**config.mk**
```make
export PLATFORM = sky130hd
export DESIGN_NAME = key_scan
export DESIGN_NICKNAME = d
export VERILOG_FILES = /design/src/rtl/key_scan.sv
export SDC_FILE = /design/constraint.sdc
export NUM_CORES = 1
export LEC_CHECK = 0
export CAP_MARGIN = 10
export CORE_UTILIZATION = 40
export CTS_BUF_LIST = sky130_fd_sc_hd__clkbuf_4
export DETAILED_ROUTE_END_ITERATION = 10
export GPL_TIMING_DRIVEN = 0
export PLACE_DENSITY = 0.61
export SYNTH_ARGS = -nofsm -noshare
export SYNTH_HDL_FRONTEND = slang
export SYNTH_SLANG_ARGS = --single-unit
```
**constraint.sdc**
```tcl
create_clock -name clk -period 2.2 [get_ports clk]
set_input_delay 0.44 -clock clk [delete_from_list [all_inputs] [get_ports clk]]
set_output_delay 0.44 -clock clk [all_outputs]
set_load 0.05 [all_outputs]
```
**src/rtl/key_scan.sv**
```systemverilog
// key_scan: 4x4 matrix keypad scanner/encoder with debounce.
// Walks a low level across the columns, samples the active-low rows through a
// 2-flop synchronizer and accepts a single pressed key after DEBOUNCE_CNT
// matching scan ticks. Release is debounced the same way.
// Optional feature: define KEY_REPEAT_EN for auto-repeat pulses while held.
module key_scan #(
  parameter int SCAN_DIV     = 16,
  parameter int DEBOUNCE_CNT = 4,
  parameter int REPEAT_DELAY = 64,
  parameter int REPEAT_RATE  = 16
) (
  input  logic       clk,
  input  logic       rst_n,
  input  logic [3:0] row,
  output logic [3:0] col,
  output logic [3:0] key_code,
  output logic       key_valid,
  output logic       key_pulse
);

  localparam int DIV_W = (SCAN_DIV > 1) ? $clog2(SCAN_DIV) : 1;
  localparam int DB_W  = $clog2(DEBOUNCE_CNT + 1);

  typedef enum logic [1:0] {SCAN, DEBOUNCE, HELD, RELEASE} state_t;

  state_t            state, state_nx;
  logic [3:0]        row_s1, row_s2;
  logic [DIV_W-1:0]  div_cnt;
  logic              tick;
  logic [1:0]        col_idx, col_idx_nx;
  logic [1:0]        row_idx, row_idx_nx;
  logic [DB_W-1:0]   db_cnt, db_cnt_nx, db_inc;
  logic [3:0]        key_code_nx;
  logic              key_valid_nx, key_pulse_nx;
  logic              single;
  logic [1:0]        low_idx;
  logic [3:0]        cap_row;

`ifdef KEY_REPEAT_EN
  localparam int RPT_MAX = (REPEAT_DELAY > REPEAT_RATE) ? REPEAT_DELAY : REPEAT_RATE;
  localparam int RPT_W   = $clog2(RPT_MAX + 1);

  logic [RPT_W-1:0]  rpt_cnt, rpt_cnt_nx, rpt_inc;
  logic              rpt_on, rpt_on_nx;
`else
  // Repeat timing has no effect when auto-repeat is compiled out.
  localparam int unused_repeat_cfg = REPEAT_DELAY + REPEAT_RATE;
`endif

  assign tick    = (div_cnt == DIV_W'(SCAN_DIV - 1));
  assign col     = ~(4'b0001 << col_idx);
  assign cap_row = ~(4'b0001 << row_idx);

  // Two-flop synchronizer for the asynchronous row inputs (idle = all high).
  always_ff @(posedge clk or negedge rst_n) begin
    if (!rst_n) begin
      row_s1 <= 4'hF;
      row_s2 <= 4'hF;
    end else begin
      row_s1 <= row;
      row_s2 <= row_s1;
    end
  end

  // Scan tick divider: one tick every SCAN_DIV clocks.
  always_ff @(posedge clk or negedge rst_n) begin
    if (!rst_n) begin
      div_cnt <= '0;
    end else if (tick) begin
      div_cnt <= '0;
    end else begin
      div_cnt <= div_cnt + 1'b1;
    end
  end

  // Decode "exactly one row low" and which row it is.
  always_comb begin
    single  = 1'b1;
    low_idx = 2'd0;
    case (row_s2)
      4'b1110: low_idx = 2'd0;
      4'b1101: low_idx = 2'd1;
      4'b1011: low_idx = 2'd2;
      4'b0111: low_idx = 2'd3;
      default: single  = 1'b0;
    endcase
  end

  // Next-state and output logic; everything advances only on a scan tick.
  always_comb begin
    state_nx     = state;
    col_idx_nx   = col_idx;
    row_idx_nx   = row_idx;
    db_cnt_nx    = db_cnt;
    db_inc       = db_cnt + 1'b1;
    key_code_nx  = key_code;
    key_valid_nx = key_valid;
    key_pulse_nx = 1'b0;
`ifdef KEY_REPEAT_EN
    rpt_cnt_nx   = rpt_cnt;
    rpt_on_nx    = rpt_on;
    rpt_inc      = rpt_cnt + 1'b1;
`endif
    if (tick) begin
      case (state)
        SCAN: begin
          if (single) begin
            row_idx_nx = low_idx;
            db_cnt_nx  = '0;
            state_nx   = DEBOUNCE;
          end else begin
            col_idx_nx = col_idx + 2'd1;
          end
        end
        DEBOUNCE: begin
          if (row_s2 == cap_row) begin
            if (db_inc == DB_W'(DEBOUNCE_CNT)) begin
              state_nx     = HELD;
              key_code_nx  = {row_idx, col_idx};
              key_valid_nx = 1'b1;
              key_pulse_nx = 1'b1;
`ifdef KEY_REPEAT_EN
              rpt_cnt_nx   = '0;
              rpt_on_nx    = 1'b0;
`endif
            end else begin
              db_cnt_nx = db_inc;
            end
          end else begin
            state_nx = SCAN;
          end
        end
        HELD: begin
          if (row_s2 == 4'hF) begin
            state_nx  = RELEASE;
            db_cnt_nx = '0;
          end
`ifdef KEY_REPEAT_EN
          else if ((!rpt_on && rpt_inc == RPT_W'(REPEAT_DELAY)) ||
                   (rpt_on && rpt_inc == RPT_W'(REPEAT_RATE))) begin
            key_pulse_nx = 1'b1;
            rpt_cnt_nx   = '0;
            rpt_on_nx    = 1'b1;
          end else begin
            rpt_cnt_nx = rpt_inc;
          end
`endif
        end
        RELEASE: begin
          if (row_s2 == 4'hF) begin
            if (db_inc == DB_W'(DEBOUNCE_CNT)) begin
              key_valid_nx = 1'b0;
              col_idx_nx   = col_idx + 2'd1;
              state_nx     = SCAN;
            end else begin
              db_cnt_nx = db_inc;
            end
          end else begin
            state_nx  = HELD;
            db_cnt_nx = '0;
`ifdef KEY_REPEAT_EN
            rpt_cnt_nx = '0;
            rpt_on_nx  = 1'b0;
`endif
          end
        end
        default: state_nx = SCAN;
      endcase
    end
  end

  // State and output registers.
  always_ff @(posedge clk or negedge rst_n) begin
    if (!rst_n) begin
      state     <= SCAN;
      col_idx   <= 2'd0;
      row_idx   <= 2'd0;
      db_cnt    <= '0;
      key_code  <= 4'h0;
      key_valid <= 1'b0;
      key_pulse <= 1'b0;
`ifdef KEY_REPEAT_EN
      rpt_cnt   <= '0;
      rpt_on    <= 1'b0;
`endif
    end else begin
      state     <= state_nx;
      col_idx   <= col_idx_nx;
      row_idx   <= row_idx_nx;
      db_cnt    <= db_cnt_nx;
      key_code  <= key_code_nx;
      key_valid <= key_valid_nx;
      key_pulse <= key_pulse_nx;
`ifdef KEY_REPEAT_EN
      rpt_cnt   <= rpt_cnt_nx;
      rpt_on    <= rpt_on_nx;
`endif
    end
  end

endmodule
```
==> results.txt <==
Outcome: complete, no violations
Synthesized net count: 140
Cell Count Post-Placement: 186
Final core area utilization: 0.527
Cell Pwr Density: 704 nW/um^2
Pin slew with the least headroom to its limit: 690 ps
Final slew viol count: 0
HP Class: register to register
Chain of cells forming the critical path: ha_1 -> xor2_1 -> nand3_1 -> a2111oi_4 -> buf_6 -> mux2_4
Pleak: 0.703 nW
Number of DRC violations after detailed-routing iteration 0: 34
Switching component of the power: 0.000440 W
Max cap viols: 0
Clock Skews: 1.15 ps
Max Clock Freq: 458 MHz
GR Overflow Total: 0
Global-route wire length before repair: 4.04 mm
Horizontal extent of the die: 60.4 um
Fraction of final layout cells with drive strength greater than 1: 0.209
Element type at the critical path start: register
Sequential share of the synthesized area: 0.502
Synthesized instance count: 127
Final period demand of the worst path: 2180 ps
Mean area per synthesized cell: 10.8 um^2
Number of placement rows: 20
Clock tree buffer depth: 2
Total Die Area: 3650 um^2
Worst stage delay on the critical path: 460 ps
Total number of nets in the final design: 162
Vias per Instance: 5.05
Number of global-route vias before repair: 930
Number of port buffers: 15
Effective utilization at floorplan: 0.433
Area grow syn2layout: 21.6%
Endpoints failing hold: 0
Post-detailed-routing wire length: 2.38 mm
Share of total power in the clock network: 0.200
DRC violation count after routing: 0
ANT nets after route: 0
Final TNS setup: 0 ps
Worst path arrival time: 2420 ps
Core ar.: 3150 um^2
Worst-path clk slew: 160 ps
Net switching share of the total power: 0.376
CTS tree: done
Capturing element type of the critical path: register
Synth unique cells: 40
Number of antenna cells inserted: 0
Share of flip-flops with an asynchronous set or reset: 1.00
Number of warnings reported in the yosys synthesis log: 0
Top Ports: 16
Worst slew slack as a fraction of its limit: 0.533
Layout Cell Area excl Fill: 1660 um^2
Path type of the worst setup path: register to register
Synth Register Bits: 27
Number of standard cells in the final layout excluding fillers: 192
Tcrit/Tclk final: 0.992
Pint: 0.000730 W
Final-layout fill cell count: 291
Most frequent cells in the layout: 19 x sky130_fd_sc_hd__dfrtp_1, 11 x sky130_fd_sc_hd__clkdlybuf4s50_1, 10 x sky130_fd_sc_hd__nand2_1, 8 x sky130_fd_sc_hd__inv_1, 8 x sky130_fd_sc_hd__dfstp_2
First-pass iteration count of the detailed router: 5
Summed instance area of the synthesized netlist: 1370 um^2
Placement-stage cell area: 1570 um^2
Maximum number of pins on one net before global-route repair: 28
Category of cells accounting for the largest share of critical-path delay: flip-flops
Floorplan die height: 60.4 um
Sequential cell fraction of total power: 0.499
Setup repair after global routing missed its margin: true
Crit path max-delay cell type: sky130_fd_sc_hd__dfrtp_1
Final weighted congestion in routability-driven placement: 0.795
Worst-path maximum fanout: 6
Worst path bufs/invs: 1
VDD IR max: 0.419 mV
Root Driver: sky130_fd_sc_hd__clkbuf_4
Post-synth EDFFs: 0
Number of failing setup endpoints in the final timing report: 0
H-Tree Level Count: 1
Clock tree sinks: 27
Multi-input gate area: 639 um^2
Latest clock arrival within the worst-skew pair: 330 ps
Required time at the worst-slack endpoint: 2440 ps
Avg WL per Cell: 12.4 um
Gate power share: 0.301
GR Util All Layers: 0.148
Number of buffers added by the clock tree synthesis step: 3
Main synth FF type: sky130_fd_sc_hd__dfrtp_1
Via count: 970
Detailed-placement wirelength estimate: 1.70 mm
FF/Latch Area: 686 um^2
Number of antenna violations at the first check in global routing: 0
Most common cell after layout, fill and taps aside: sky130_fd_sc_hd__dfrtp_1
-- cell type report --
class,count,share of cell area
Tap cell,44,0.0331
Multi-Input combinational cell,86,0.385
Clock inverter,1,0.00527
Clock buffer,3,0.0136
Inverter,8,0.0181
Sequential cell,27,0.413
Timing Repair Buffer,18,0.115
Buffer,5,0.0173
-- synthesized netlist by cell type (2+ instances only) --
library cell / number / share of area
sky130_fd_sc_hd__xor2_1: 2 / 0.013
sky130_fd_sc_hd__nand4b_1: 2 / 0.013
sky130_fd_sc_hd__o21ai_0: 8 / 0.029
sky130_fd_sc_hd__or2_2: 2 / 0.0092
sky130_fd_sc_hd__nor3_1: 3 / 0.011
sky130_fd_sc_hd__nand3b_1: 2 / 0.011
sky130_fd_sc_hd__ha_1: 7 / 0.064
sky130_fd_sc_hd__o311ai_0: 2 / 0.013
sky130_fd_sc_hd__nand2_1: 10 / 0.027
sky130_fd_sc_hd__dfrtp_1: 19 / 0.35
sky130_fd_sc_hd__xnor2_1: 2 / 0.013
sky130_fd_sc_hd__a21oi_1: 7 / 0.026
sky130_fd_sc_hd__mux2_2: 5 / 0.041
sky130_fd_sc_hd__nor2_1: 6 / 0.016
sky130_fd_sc_hd__inv_1: 8 / 0.022
sky130_fd_sc_hd__o31ai_1: 4 / 0.022
sky130_fd_sc_hd__dfstp_2: 8 / 0.15
sky130_fd_sc_hd__clkbuf_1: 4 / 0.011
sky130_fd_sc_hd__nand3_1: 5 / 0.018
-- registers in the layout, indices dropped and copies added, names as in the netlist --
name,count
div_cnt,4
key_code,4
row_s1,4
row_s2,4
db_cnt,3
col_idx,2
row_idx,2
state,2
key_pulse,1
key_valid,1
-- worst paths after layout --
kind / from / end / slack, ps / cells past startpoint
worst min-delay path: row_s1[0] / row_s2[0] / 370 / 0
worst min register to register: row_s1[0] / row_s2[0] / 370 / 0
worst max register to register: db_cnt[0] / key_code[1] / 20 / 6
max in group asynchronous: rst_n / row_s1[0] / 1260 / 2
min in group asynchronous: rst_n / row_idx[1] / 410 / 1
worst max-delay path: db_cnt[0] / key_code[1] / 20 / 6
-- logic make-up after synthesis --
family / count (synthesis) / share of synthesized area
AND/OR/NAND/NOR: 42 / 0.176
adder cells (fa/ha/maj): 7 / 0.0641
flip-flops: 27 / 0.502
AO/OA/AOI/OAI: 28 / 0.147
buffers and inverters: 14 / 0.0449
multiplexers: 5 / 0.0412
XOR/XNOR: 4 / 0.0256
-- power by group through the flow --
| stage | Sequential [W] | Clock (W) | Combinational [W] |
|---|---|---|---|
| 2_1_floorplan | 0.000578 | 0 | 0.000260 |
| 3_3_place_gp | 0.000585 | 0 | 0.000367 |
| 3_5_place_dp | 0.000589 | 0 | 0.000374 |
| 4_1_cts | 0.000583 | 0.000237 | 0.000344 |
| 5_1_grt | 0.000589 | 0.000253 | 0.000390 |
| 6_report | 0.000584 | 0.000234 | 0.000352 |
-- what timing repair did --
item                       in CTS  in global routing
gates cloned                    0                  0
pin swaps                       2                  3
setup buffers                   2                  0
gates resized for setup        11                  4
setup endpoints to repair      12                  9
hold buffers                    0                  0
-- per-stage QoR --
stage          total power, W  hold WS [ps]  setup slack [ps]
2_1_floorplan        0.000839           144              83.4
3_3_place_gp         0.000952           346              -148
3_5_place_dp         0.000963           347              -213
4_1_cts               0.00116           368              16.3
5_1_grt               0.00123           371             -62.5
6_report              0.00117           367              17.1
-- per-layer routing --
metal  part of all wire  vias up  global-route usage
li1                   -      492                   -
met1               0.49      468               0.206
met2               0.48        8               0.240
met3              0.019        2              0.0192
met4             0.0076        0              0.0487
met5                  0        -                   0
Power figures use the tool's default switching activity.
